### config.mk
export PLATFORM = sky130hd
export DESIGN_NAME = program_loader
export DESIGN_NICKNAME = d
export VERILOG_FILES = /design/src/rtl/program_loader_pkg.sv /design/src/rtl/program_loader_word_assembler.sv /design/src/rtl/program_loader.sv
export SDC_FILE = /design/constraint.sdc
export NUM_CORES = 1
export LEC_CHECK = 0
export CAP_MARGIN = 20
export CORE_MARGIN = 2
export CORE_UTILIZATION = 39
export CTS_CLUSTER_DIAMETER = 50
export DETAILED_ROUTE_END_ITERATION = 6
export PLACE_DENSITY = 0.65
export RECOVER_POWER = 50
export SLEW_MARGIN = 20
export SYNTH_ARGS = -nofsm -noshare
export SYNTH_HDL_FRONTEND = slang
export SYNTH_SLANG_ARGS = --single-unit
### constraint.sdc
create_clock -name i_clk -period 2.68 [get_ports i_clk]
set_clock_uncertainty 0.05 [all_clocks]
set_input_delay 0.536 -clock i_clk [delete_from_list [all_inputs] [get_ports i_clk]]
set_output_delay 0.536 -clock i_clk [all_outputs]
set_load 0.1 [all_outputs]
### src/rtl/program_loader_pkg.sv
// Shared definitions for the program loader: FSM state encoding, default
// widths and the program end marker.
package program_loader_pkg;

    typedef enum logic [1:0] {
        IDLE    = 2'd0,
        RECEIVE = 2'd1,
        DONE    = 2'd2,
        ERROR   = 2'd3
    } loader_state_t;

    localparam int              DEF_NB_DATA         = 32;
    localparam int              DEF_NB_BYTE         = 8;
    localparam int              DEF_MEM_DEPTH_WORDS = 64;
    localparam logic [31:0]     DEF_HALT_WORD       = 32'hFFFF_FFFF;

endpackage

### src/rtl/program_loader_word_assembler.sv
// Big-endian word assembler: keeps the leading bytes of the current word and
// the byte index; exposes the word that the incoming byte would complete.
module program_loader_word_assembler #(
    parameter int NB_DATA = 32,
    parameter int NB_BYTE = 8
) (
    input  logic               clk,
    input  logic               rst,
    input  logic               clear,
    input  logic               shift,
    input  logic [NB_BYTE-1:0] byte_in,
    output logic [NB_DATA-1:0] word_next,
    output logic               word_done
);
    localparam int BYTES = NB_DATA / NB_BYTE;
    localparam int IDX_W = (BYTES > 1) ? $clog2(BYTES) : 1;
    localparam logic [IDX_W-1:0] LAST_IDX = IDX_W'(BYTES - 1);

    // Only the bytes preceding the final one need storage; the final byte
    // arrives on the input in the same cycle the word is judged.
    logic [NB_DATA-NB_BYTE-1:0] partial;
    logic [IDX_W-1:0]           idx;

    assign word_next = {partial, byte_in};
    assign word_done = (idx == LAST_IDX);

    // Shift in accepted bytes; index wraps after the last byte of a word.
    always_ff @(posedge clk or posedge rst) begin
        if (rst) begin
            partial <= '0;
            idx     <= '0;
        end else if (clear) begin
            partial <= '0;
            idx     <= '0;
        end else if (shift) begin
            partial <= word_next[NB_DATA-NB_BYTE-1:0];
            idx     <= word_done ? '0 : idx + IDX_W'(1);
        end
    end

endmodule

### src/rtl/program_loader.sv
// Program loader: forwards UART bytes to instruction memory, counts words,
// stops on the halt word or flags overflow when memory is full.
module program_loader
    import program_loader_pkg::*;
#(
    parameter int                 NB_DATA         = DEF_NB_DATA,
    parameter int                 NB_BYTE         = DEF_NB_BYTE,
    parameter int                 MEM_DEPTH_WORDS = DEF_MEM_DEPTH_WORDS,
    parameter logic [NB_DATA-1:0] HALT_WORD       = DEF_HALT_WORD
) (
    input  logic                             i_clk,
    input  logic                             i_reset,
    input  logic                             i_start,
    input  logic [NB_BYTE-1:0]               i_rx_data,
    input  logic                             i_rx_valid,
    output logic [NB_BYTE-1:0]               o_byte_de_bootloader,
    output logic                             o_bootloader_write_enable,
    output logic                             o_pc_reset,
    output logic                             o_load_done,
    output logic                             o_overflow_error,
    output logic [$clog2(MEM_DEPTH_WORDS):0] o_word_count
);
    localparam int WC_W = $clog2(MEM_DEPTH_WORDS) + 1;
    localparam logic [WC_W-1:0] WC_FULL = WC_W'(MEM_DEPTH_WORDS);

    loader_state_t      state;
    logic               mem_full;
    logic               accept;
    logic [NB_DATA-1:0] word_next;
    logic               word_done;

    assign mem_full = (o_word_count == WC_FULL);
    // A byte is taken only while receiving, with room left, and no restart.
    assign accept   = (state == RECEIVE) && i_rx_valid && !i_start && !mem_full;

    program_loader_word_assembler #(
        .NB_DATA (NB_DATA),
        .NB_BYTE (NB_BYTE)
    ) u_asm (
        .clk       (i_clk),
        .rst       (i_reset),
        .clear     (i_start),
        .shift     (accept),
        .byte_in   (i_rx_data),
        .word_next (word_next),
        .word_done (word_done)
    );

    // Load FSM with registered strobes, flags and word counter.
    always_ff @(posedge i_clk or posedge i_reset) begin
        if (i_reset) begin
            state                     <= IDLE;
            o_byte_de_bootloader      <= '0;
            o_bootloader_write_enable <= 1'b0;
            o_pc_reset                <= 1'b0;
            o_load_done               <= 1'b0;
            o_overflow_error          <= 1'b0;
            o_word_count              <= '0;
        end else begin
            o_bootloader_write_enable <= 1'b0;
            o_pc_reset                <= 1'b0;
            if (i_start) begin
                state            <= RECEIVE;
                o_load_done      <= 1'b0;
                o_overflow_error <= 1'b0;
                o_word_count     <= '0;
            end else begin
                case (state)
                    RECEIVE: begin
                        if (i_rx_valid) begin
                            if (mem_full) begin
                                state            <= ERROR;
                                o_overflow_error <= 1'b1;
                            end else begin
                                o_bootloader_write_enable <= 1'b1;
                                o_byte_de_bootloader      <= i_rx_data;
                                if (word_done) begin
                                    o_word_count <= o_word_count + WC_W'(1);
                                    if (word_next == HALT_WORD) begin
                                        state       <= DONE;
                                        o_pc_reset  <= 1'b1;
                                        o_load_done <= 1'b1;
                                    end
                                end
                            end
                        end
                    end
                    default: ;
                endcase
            end
        end
    end

endmodule
# Word-level counts from Yosys, hierarchy flattened
# Cells that the tools add are included.
[word_totals]
reg_bits = 47
in_bits = 12
output_inout_bits = 19
elab_cells = 72
[classes]
add_sub_neg = 2
n_eq_ne = 5
n_mux = 36
n_bitwise = 2
reduce_logical = 18
[op_table]
columns = ["cell", "count"]
rows = [
  ["2-to-1 mux 24 bit", 2],
  ["2-to-1 mux 7 bit", 5],
  ["equality test 32 bit, second input constant", 1],
  ["2-to-1 mux 1 bit", 20],
  ["2-to-1 mux 2 bit", 9],
  ["AND reduction 4 bit", 3],
  ["nonzero test 2 bit", 6],
  ["adder 7 x 1 -> 7 bit, second input constant", 1],
  ["equality test 7 bit, second input constant", 1],
  ["nonzero test 3 bit", 2],
  ["AND reduction 5 bit", 1],
  ["logical AND 1 bit", 3],
  ["AND reduction 3 bit", 1],
  ["adder 2 x 1 -> 2 bit, second input constant", 1],
  ["equality test 2 x 1 -> 1 bit, second input constant", 1],
  ["equality test 2 bit, second input constant", 1],
  ["zero test 1 bit", 2],
  ["!= test 2 bit, second input constant", 1],
  ["inverter 1 bit", 2],
]

# Logic depth before layout (Yosys ltp)
# Gate-level depths: netlist of the first run.
[logic_depth]
word_depth = 7
ltp_mapped = 6
depth_no_buf = 5

# Modules after synthesis
# Synthesis of the first run repeated with hierarchy kept, for this count alone.
[unflattened]
hier_cells = 181
hier_area_um2 = 2139.6
[modules_own_cells]
columns = ["module", "instances", "cells_per_inst", "area_per_inst_um2"]
rows = [
  ["program_loader_word_assembler", 1, 94, 1151.1],
  ["program_loader", 1, 87, 988.4],
]

# Worst setup path before layout of the first run
# Ideal clock, no wire load.
[synth_path]
path_type = "reg-to-reg"
start = "register o_word_count[0]"
end = "register o_byte_de_bootloader[0]"
t_arrival_ps = 2136
required_ps = 2505
setup_slack_ps = 369
stages_incl_launch_ff = 5
path_buffers = 0
period_less_slack_ps = 2311
path_cell_list = "dfrtp_1 > inv_1 > ha_1 > a31oi_2 > mux2_2"
[synth_between]
elab_chain_len = 3
[synth_rtl]
columns = ["element", "line", "text"]
rows = [
  ["start: declaration", "program_loader.sv:21", "output logic [$clog2(MEM_DEPTH_WORDS):0] o_word_count"],
  ["start signal: assignment", "program_loader.sv:78", "o_word_count <= o_word_count + WC_W'(1);"],
  ["equality test 7 bit", "program_loader.sv:32", "assign mem_full = (o_word_count == WC_FULL);"],
  ["inverter 1 bit (no line)", "-", ""],
  ["AND reduction 4 bit (no line)", "-", ""],
  ["end signal: assignment", "program_loader.sv:76", "o_byte_de_bootloader <= i_rx_data;"],
  ["end: declaration", "program_loader.sv:16", "output logic [NB_BYTE-1:0] o_byte_de_bootloader,"],
]
# No other way between the ends.
# A chain may end at the register's enable or synchronous reset.

# Worst setup path after layout of the first run
[layout_path]
start = "register o_word_count[4]"
end = "register o_byte_de_bootloader[6]"
# Same word-level chain as after synthesis.

==> flow_summary.yaml, run 1 <==
setup_path:
  cp.required_ps: 2820
  rr_worst_depth: 4
  cp.arrival_ps: 2310
  rrSetupSlack_ps: 510
  rr_startpoint: "o_word_count[4]"
  path_max_fanout: 10
  reg2reg_to: "o_byte_de_bootloader[6]"
  critPathLaunchType: "flip-flop"
  critPathCaptureType: "flip-flop"
  path_class: "flip-flop to flip-flop"
floorplanning:
  die_y_um: 77.53
  fp.dieW_um: 77.53
  die_area_mm2: 0.006010
  num_rows: 26
  initial_core_util_pct: 40.76
  ioPinCount: 31
  core_mm2: 0.005172
final_layout:
  insertedDiodeCount: 0
  final_core_utilization_pct: 48.62
  areaGrowthSynthToFinish_pct: 19.29
  nNetsFinal: 228
  mostFrequentLayoutCells: "dfrtp_1 (47), nor2_1 (35), mux2i_1 (26), nand4_1 (13), buf_4 (13)"
  finalInstanceArea_mm2: 0.002515
  final_common_cell: "dfrtp_1"
  drive_above_1_share_pct: 15.89
route:
  via_per_inst: 5.032
  dr_total_vias: 1429
  met1_length_um: 2075
  ant_nets: 0
  wl_met3_um: 194
  dr_wl_met2_um: 1835
  drt_iter0_drc: 75
  dr.pass1.iters: 4
  wirelength_um: 4144
  top_layer: "met4"
  drc: 0
  wire_per_inst_um: 14.59
clock_tree:
  cts.repair.resized: 0
  htreeDepth: 2
  cts-buffers-inserted: 5
  post_cts_buffers: 0
  cts_hold_buf: 0
  cts_buffer_depth: 2
  cts.sinks: 47
  clk_pin_slew_worst_paths_ps: 90
  clk_latency_ps: 300
  cts_root_buffer: "clkbuf_8"
  cts_tree: "yes"
timing:
  hold_viol: 0
  max_slew_margin_pct: 21.82
  whs_ps: 461.0
  finalCriticalPeriod_ps: 2172
  setup_viol: 0
  rsz0062_at_grt: "no"
  drv_slew: 0
  tns_ps: 0
  fin_crit_sh_pct: 81.03
  timing.fmax_ghz: 0.4605
  max_slew.worst_pin.slew_ps: 1178
power:
  p_clk_share_pct: 34.1
  combPwrFrac_pct: 18.2
  leakagePower_uw: 0.001175
  seq_power_share_pct: 47.7
  irDropWorstVdd_v: 0.0002626
  sw_frac_of_total_pct: 30.22
  p_int_uw: 1119
  power.density_mw_per_mm2: 637.7
  p_sw_uw: 484.5
logic_synthesis:
  ys_ff_latch: 47
  ys_seq_area_share_pct: 55.79
  synth_top_family_by_area: "multiplexers"
  synth_fa_ha_area_share_pct: 1.780
  syn_area_mm2: 0.002108
  ys_warn_count: 0
  syn_nets: 195
  synthXorXnorAreaFrac_pct: 1.662
  synth_area_per_cell_um2: 11.71
  syn_inst: 180
  ys_types: 33
  synth_mux_area_share_pct: 16.62
  synthSimpleGateAreaFrac_pct: 16.56
  synth_compound_area_share_pct: 4.510
global_route:
  grt_pass1_wl_um: 7010
  grt_pass1_vias: 1350
  grt_max_degree: 48
  overflow: 0
  grt_usage_pct: 14.59
  antenna_found_initial: 0
worst_hold_path:
  whs_path_depth: 1
  holdPathEnd: "o_byte_de_bootloader[2]"
  hold_path_startpoint: "o_byte_de_bootloader[2]"
  worstHoldPathType: "flip-flop to flip-flop"
placement:
  dpl.hpwl_um: 2743
  dpl_cell_area_mm2: 0.002457
  place.gp.congestion: 0.8135
  port_buffers: 30
run_status:
  status: "complete, no violations"
job:
  max_cap_viol_count: 0
[layer usage]
layer | global-route usage, % | up-vias
li1 | - | 695
met1 | 22.28 | 691
met2 | 20.52 | 36
met3 | 3.721 | 7
met4 | 3.750 | 0
met5 | 0 | -
[final cells by class]
| class | instances | area (um2) |
|---|---|---|
| Tap cell | 70 | 87.58 |
| Sequential cell | 47 | 1176 |
| Fill cell | 458 | 2658 |
| Clock inverter | 2 | 35.03 |
| Clock buffer | 6 | 82.58 |
| Timing Repair Buffer | 34 | 262.8 |
| Inverter | 5 | 18.77 |
| Multi-Input combinational cell | 120 | 852.1 |
[flip-flops by register name, summed over array words and instances (netlist names)]
signal / flops
u_asm.partial: 24
o_word_count: 7
state: 2
o_byte_de_bootloader: 8
o_pc_reset: 1
o_bootloader_write_enable: 1
u_asm.idx: 2
o_load_done: 1
o_overflow_error: 1
[kinds of logic after synthesis]
group,after synthesis
and+or+nand+nor,67
xor gates and xnor gates,4
adders and majority gates,3
AOI/OAI and AO/OA,12
DFF,47
buffers and inverters,13
muxes,34
[per-stage QoR]
stage	power (uW)	std cells	setup slack (ps)
global route	1666	284	392.2
global placement	1085	276	533.1
floorplan	1004	180	368.9
CTS	1632	284	725.4
finish	1604	284	508.3
detailed placement	1086	276	485.6
[power groups by stage]
stage	combinational [uW]	sequential, uW	clock [uW]
after floorplan	86.2	918	0
after global placement	306	779	0
after detailed placement	307	779	0
after CTS	308	766	559
after global routing	306	770	590
final	291	765	547
[critical path, cell delays in order, from the launching register on]
cell      delay [ps]
dfrtp_1          440
nor4_1           750
a31oi_2          150
clkbuf_1         310
mux2_2           350
[cells in the mapped netlist, drive strengths merged]
master   count  area [um2]
dfrtp       47        1176
nor2        35       131.4
mux2i       26       260.3
nand4       13       81.33
mux2         8       90.09
a21oi        5       25.02
inv          5       18.77
buf          4       31.27
clkbuf       4       15.01
and3         3       18.77
ha           3       37.54
nand3        3       15.01
xor2         3       26.28
a21o         2       15.01
a31oi        2       33.78
and2         2       12.51
nand2        2       7.510
nor4         2       27.53
a31o         1       8.760
and3b        1       8.760
and4         1       8.760
nand3b       1       7.510
nand4bb      1       11.26
nor2b        1       6.260
nor3         1       5.000
nor3b        1       7.510
o21a         1       7.510
o21ai        1       5.000
xnor2        1       8.760
[worst max-delay path by stage]
stage	cells after the start	endpoint	slack [ps]	from
2_1_floorplan	4	o_byte_de_bootloader[0]	370	o_word_count[0]
3_3_place_gp	5	state[0]	530	i_rx_data[6]
3_5_place_dp	5	state[0]	490	i_rx_data[0]
4_1_cts	5	state[0]	730	u_asm.idx[0]
5_1_grt	4	o_byte_de_bootloader[6]	390	o_word_count[4]
6_report	4	o_byte_de_bootloader[6]	510	o_word_count[4]
Power figures use the tool's default switching activity.
==> run 2, diff against run 1 <==
Clock period 2.68 ns to 2.25 ns, I/O delays scaled along.
==> run 2 against run 1 <==
  * First-iteration DRC count grew 39%
  * Routed wire length grew 0.68%
  * Worst hold slack gained 1.5 ps
  * Design area grew 1.3%
  * Non-clock buffer count grew 1
  * Sequential share of layout area shrank 0.52 points
  * Via count grew 2.1%
  * Cell count grew 0.35%
  * Utilization grew 0.65 points
  * Critical path depth grew 1
  * Register-to-register slack is essentially flat
  * Critical path type is now primary input to flip-flop
==> flow_summary.yaml, run 2 (synthesis results as in run 1) <==
final_layout:
  finalInstanceArea_mm2: 0.002549
  mostFrequentLayoutCells: "dfrtp_1 (45), nor2_1 (35), mux2i_1 (26), nand4_1 (13), buf_4 (13)"
  final-seq-area_mm2: 0.001179
  largest_reg_flops: 24
  nNetsFinal: 229
  final_common_cell: "dfrtp_1"
  regMostFlops: "u_asm.partial"
  num-fill-cells: 491
  areaGrowthSynthToFinish_pct: 20.89
  top_regs: "u_asm.partial x24, o_byte_de_bootloader x8, o_word_count x7"
  insertedDiodeCount: 0
  final_core_utilization_pct: 49.27
  drive_above_1_share_pct: 21.40
  multiInputGateArea_um2: 867.1
setup_path:
  critPathMaxStageDelay_ps: 530
  critPathLaunchType: "primary input"
  path_class: "primary input to flip-flop"
  path_cells: "clkdlybuf4s50_1, nand4_1, nor4_1, nand4_1, o21a_1"
  cp.arrival_ps: 1910
  cp.required_ps: 2390
  reg2reg_to: "o_word_count[2]"
  rrSetupSlack_ps: 510
  rr_startpoint: "o_word_count[3]"
  critPathCaptureType: "flip-flop"
  crit_family: "simple AND/OR/NAND/NOR gates"
  path_max_fanout: 3
  cp_slowest_cell: "clkdlybuf4s50_1"
  cp_common_cell: "nand4_1"
  crit_cells: 5
  cp.buffers_inverters: 1
  rr_worst_depth: 5
placement:
  port_buffers: 30
  place.gp.congestion: 0.7817
  dpl.hpwl_um: 2815
  dpl_cell_area_mm2: 0.002480
route:
  drt_iter0_drc: 104
  via_per_inst: 5.119
  dr.pass1.iters: 4
  dr_total_vias: 1459
  wirelength_um: 4172
  drc: 0
  ant_nets: 0
  wire_per_inst_um: 14.64
clock_tree:
  cts_buffer_depth: 2
  clk_latency_ps: 300
  cts-buffers-inserted: 5
  cts_hold_buf: 0
  cts.sinks: 47
  cts.repair.resized: 0
  clk_pin_slew_worst_paths_ps: 90
  cts_tree: "yes"
  htreeDepth: 2
  cts_root_buffer: "clkbuf_8"
  post_cts_buffers: 0
timing:
  hold_viol: 0
  fin_crit_sh_pct: 78.38
  timing.fmax_ghz: 0.5671
  tns_ps: 0
  max_slew.worst_pin.slew_ps: 840.7
  setup_viol: 0
  drv_slew: 0
  finalCriticalPeriod_ps: 1763
  max_slew_margin_pct: 43.89
  rsz0062_at_grt: "no"
power:
  leakagePower_uw: 0.001201
  irDropWorstVdd_v: 0.0004041
  power.density_mw_per_mm2: 698.5
global_route:
  grt_max_degree: 39
  grt_pass1_vias: 1421
  grt_usage_pct: 15.05
  antenna_found_initial: 0
  grtUsageMet1_pct: 22.63
  grtUsageMet3_pct: 3.488
  grt_use_met2_pct: 21.04
  overflow: 0
  grt.busiest_layer: "met1"
  grt_pass1_wl_um: 7176
worst_hold_path:
  hold_path_startpoint: "o_overflow_error"
  whs_path_depth: 2
  holdPathEnd: "o_overflow_error"
  worstHoldPathType: "flip-flop to flip-flop"
floorplanning:
  initial_core_util_pct: 40.76
  die_area_mm2: 0.006010
  die_y_um: 77.53
  fp.dieW_um: 77.53
  core_mm2: 0.005172
  num_rows: 26
  ioPinCount: 31
run_status:
  status: "complete, no violations"
job:
  max_cap_viol_count: 0
run 2: cell types whose count changed in the layout (fill, tap and decap cells not counted), sizes merged:
cell      before  now
buf           14   16
clkinv         2    1
inv            4    5
clkbuf        15   13
clkinvlp       0    2
bufinv         1    0
run 2: worst max path at each step:
stage / from / endpoint / slack, ps
after detailed placement: i_rx_data[6] / state[0] / 170
after global routing: i_rx_data[6] / state[0] / 380
after floorplan: o_word_count[4] / o_byte_de_bootloader[0] / 110
after global placement: i_rx_valid / o_byte_de_bootloader[0] / 210
final: i_rx_data[6] / state[0] / 490
after CTS: i_rx_data[6] / state[0] / 500
run 2: per-layer routing:
layer,routed length (um),vias to the layer above
met4,78,0
met2,1812,31
met1,2141,715
met3,139,9
met5,0,-
li1,-,704
run 2: stage by stage:
stage | instances | worst slack [ps] | power [uW] | hold WS, ps
6_report | 285 | 486.5 | 1780 | 462.5
3_5_place_dp | 277 | 172.9 | 1299 | 446.4
2_1_floorplan | 180 | 108.7 | 1196 | 435.8
4_1_cts | 285 | 498.3 | 1811 | 438.1
3_3_place_gp | 277 | 205.9 | 1298 | 427.3
5_1_grt | 285 | 378.8 | 1855 | 490.3
run 2: where the power goes:
part           internal [uW]  total (uW)  switching, uW
registers                885         911           25.7
logic                   97.3         359            261
clock network            217         511            294
run 2: final cells by class:
class,instances,area share [%]
clock buffer,5,2.700
clock inverter,3,0.7855
inverter,5,0.7364
multi-input combinational,120,34.02
sequential,47,46.24
tap,70,3.436
timing repair buffer,35,12.08
run 2: worst register-to-register path, cell delays in order (launching register included):
cell and delay [ps]:
dfrtp_1 450, nor4_4 440, a31oi_4 150, buf_12 210
a31o_2 270, a21oi_1 110
==> run 3, diff against run 2 <==
Clock period 2.25 ns to 1.8 ns, I/O delays scaled along.
==> run 3 against run 2 <==
  * Sequential power rose by 25%
  * Sequential share of layout area fell by 4.3 points
  * Routed wire length rose by 3.7%
  * Sequential cell count did not move
  * Utilization rose by 5.8 points
  * First-iteration DRC count fell by 24%
  * Cell count rose by 5.6%
  * Clock-buffer cell count rose by 1
  * Clock power rose by 57%
  * Largest cell class unchanged
==> flow_summary.yaml, run 3 (synthesis results as in run 1) <==
clock_tree:
  cts.repair.resized: 0
  cts_root_buffer: "clkbuf_8"
  clk_latency_ps: 300
  cts_hold_buf: 0
  post_cts_buffers: 0
  clk_pin_slew_worst_paths_ps: 90
  cts_tree: "yes"
  htreeDepth: 2
  cts_buffer_depth: 2
  cts.sinks: 47
  cts-buffers-inserted: 5
route:
  dr_total_vias: 1521
  drc: 0
  via_per_inst: 5.053
  dr.pass1.iters: 2
  wirelength_um: 4325
  wire_per_inst_um: 14.37
  ant_nets: 0
  drt_iter0_drc: 79
setup_path:
  cp_slowest_cell: "dfrtp_4"
  rr_worst_depth: 5
  path_class: "flip-flop to flip-flop"
  crit_cells: 5
  cp.required_ps: 1940
  cp.arrival_ps: 1860
  critPathMaxStageDelay_ps: 500
  cp.buffers_inverters: 2
  critPathLaunchType: "flip-flop"
  critPathCaptureType: "flip-flop"
  crit_family: "flip-flops"
  path_max_fanout: 10
  path_cells: "nor4_4, buf_4, a31oi_4, buf_12, mux2_2"
power:
  p_sw_uw: 715.4
  sw_frac_of_total_pct: 29.64
  seq_power_share_pct: 47.3
  p_clk_share_pct: 33.2
  p_int_uw: 1698
  power.density_mw_per_mm2: 847.6
  irDropWorstVdd_v: 0.0004980
  leakagePower_uw: 0.001318
  combPwrFrac_pct: 19.5
floorplanning:
  initial_core_util_pct: 40.76
  die_y_um: 77.53
  ioPinCount: 31
  die_area_mm2: 0.006010
  core_mm2: 0.005172
  num_rows: 26
  fp.dieW_um: 77.53
global_route:
  antenna_found_initial: 0
  overflow: 0
  grt_max_degree: 48
  grt_pass1_wl_um: 7500
  grt_pass1_vias: 1581
  grt_usage_pct: 15.62
timing:
  fin_crit_sh_pct: 95.65
  finalCriticalPeriod_ps: 1722
  max_slew.worst_pin.slew_ps: 545.8
  drv_slew: 0
  timing.fmax_ghz: 0.5808
  max_slew_margin_pct: 63.77
  hold_viol: 0
  setup_ws_ps: 78.23
  rsz0062_at_grt: "no"
  setup_viol: 0
final_layout:
  areaGrowthSynthToFinish_pct: 35.07
  largest_reg_flops: 24
  insertedDiodeCount: 0
  num-fill-cells: 450
  nNetsFinal: 245
  drive_above_1_share_pct: 29.44
  final_common_cell: "dfrtp_1"
  mostFrequentLayoutCells: "dfrtp_1 (40), nor2_1 (35), mux2i_1 (26), buf_4 (18)"
  multiInputGateArea_um2: 878.3
  final-seq-area_mm2: 0.001195
  regMostFlops: "u_asm.partial"
  finalInstanceArea_mm2: 0.002848
  final_core_utilization_pct: 55.06
  top_regs: "u_asm.partial x24, o_byte_de_bootloader x8, o_word_count x7"
worst_hold_path:
  whs_path_depth: 1
  worstHoldPathType: "flip-flop to flip-flop"
placement:
  dpl_cell_area_mm2: 0.002865
  place.gp.congestion: 0.7899
  place_ws_ps: -134.5
  dpl.hpwl_um: 3020
  port_buffers: 30
job:
  max_cap_viol_count: 0
run_status:
  status: "complete, no violations"
## run 3: cell types whose count changed in the layout (fill, tap and decap cells not counted), sizes merged
cell / before / now
buf: 16 / 31
clkbuf: 13 / 15
clkinvlp: 2 / 0
bufinv: 0 / 1
## run 3: layer usage
metal,vias up,wire length (um),global-route usage [%]
li1,729,-,-
met1,764,2039,21.03
met2,26,2099,24.87
met3,2,166,4.884
met4,0,19,3.393
met5,-,0,0
## run 3: power groups by stage
stage / clock, uW / combinational (uW) / sequential (uW)
after floorplan: 0 / 131 / 1370
after detailed placement: 0 / 557 / 1180
final: 802 / 471 / 1140
after global routing: 869 / 495 / 1150
after global placement: 0 / 554 / 1180
after CTS: 829 / 558 / 1160
## run 3: path summary, 6_finish.rpt
path | endpoint | start | slack [ps]
setup / recovery | o_byte_de_bootloader[6] | o_word_count[5] | 80
setup reg to reg | o_byte_de_bootloader[6] | o_word_count[5] | 80
hold reg to reg | o_byte_de_bootloader[5] | o_byte_de_bootloader[5] | 460
hold / removal | o_byte_de_bootloader[5] | o_byte_de_bootloader[5] | 460
max in group asynchronous | o_word_count[4] | i_reset | 920
min in group asynchronous | o_word_count[3] | i_reset | 510
## run 3: cell type report
class | count | area share, %
multi-input cells | 120 | 30.84
clock inverters | 2 | 1.230
inverters | 5 | 0.6591
clock buffers | 6 | 2.900
well taps | 70 | 3.076
flip-flops and latches | 47 | 41.96
repair buffers | 51 | 19.33
## run 3: per-stage QoR
step	setup TNS [ps]	hold WS, ps	cells	total power [uW]
detailed placement	-3868	459.4	293	1734
global placement	-3536	451.2	293	1730
global route	0	485.9	301	2513
CTS	0	370.0	301	2543
finish	0	461.1	301	2414
floorplan	-2.188	435.8	180	1498
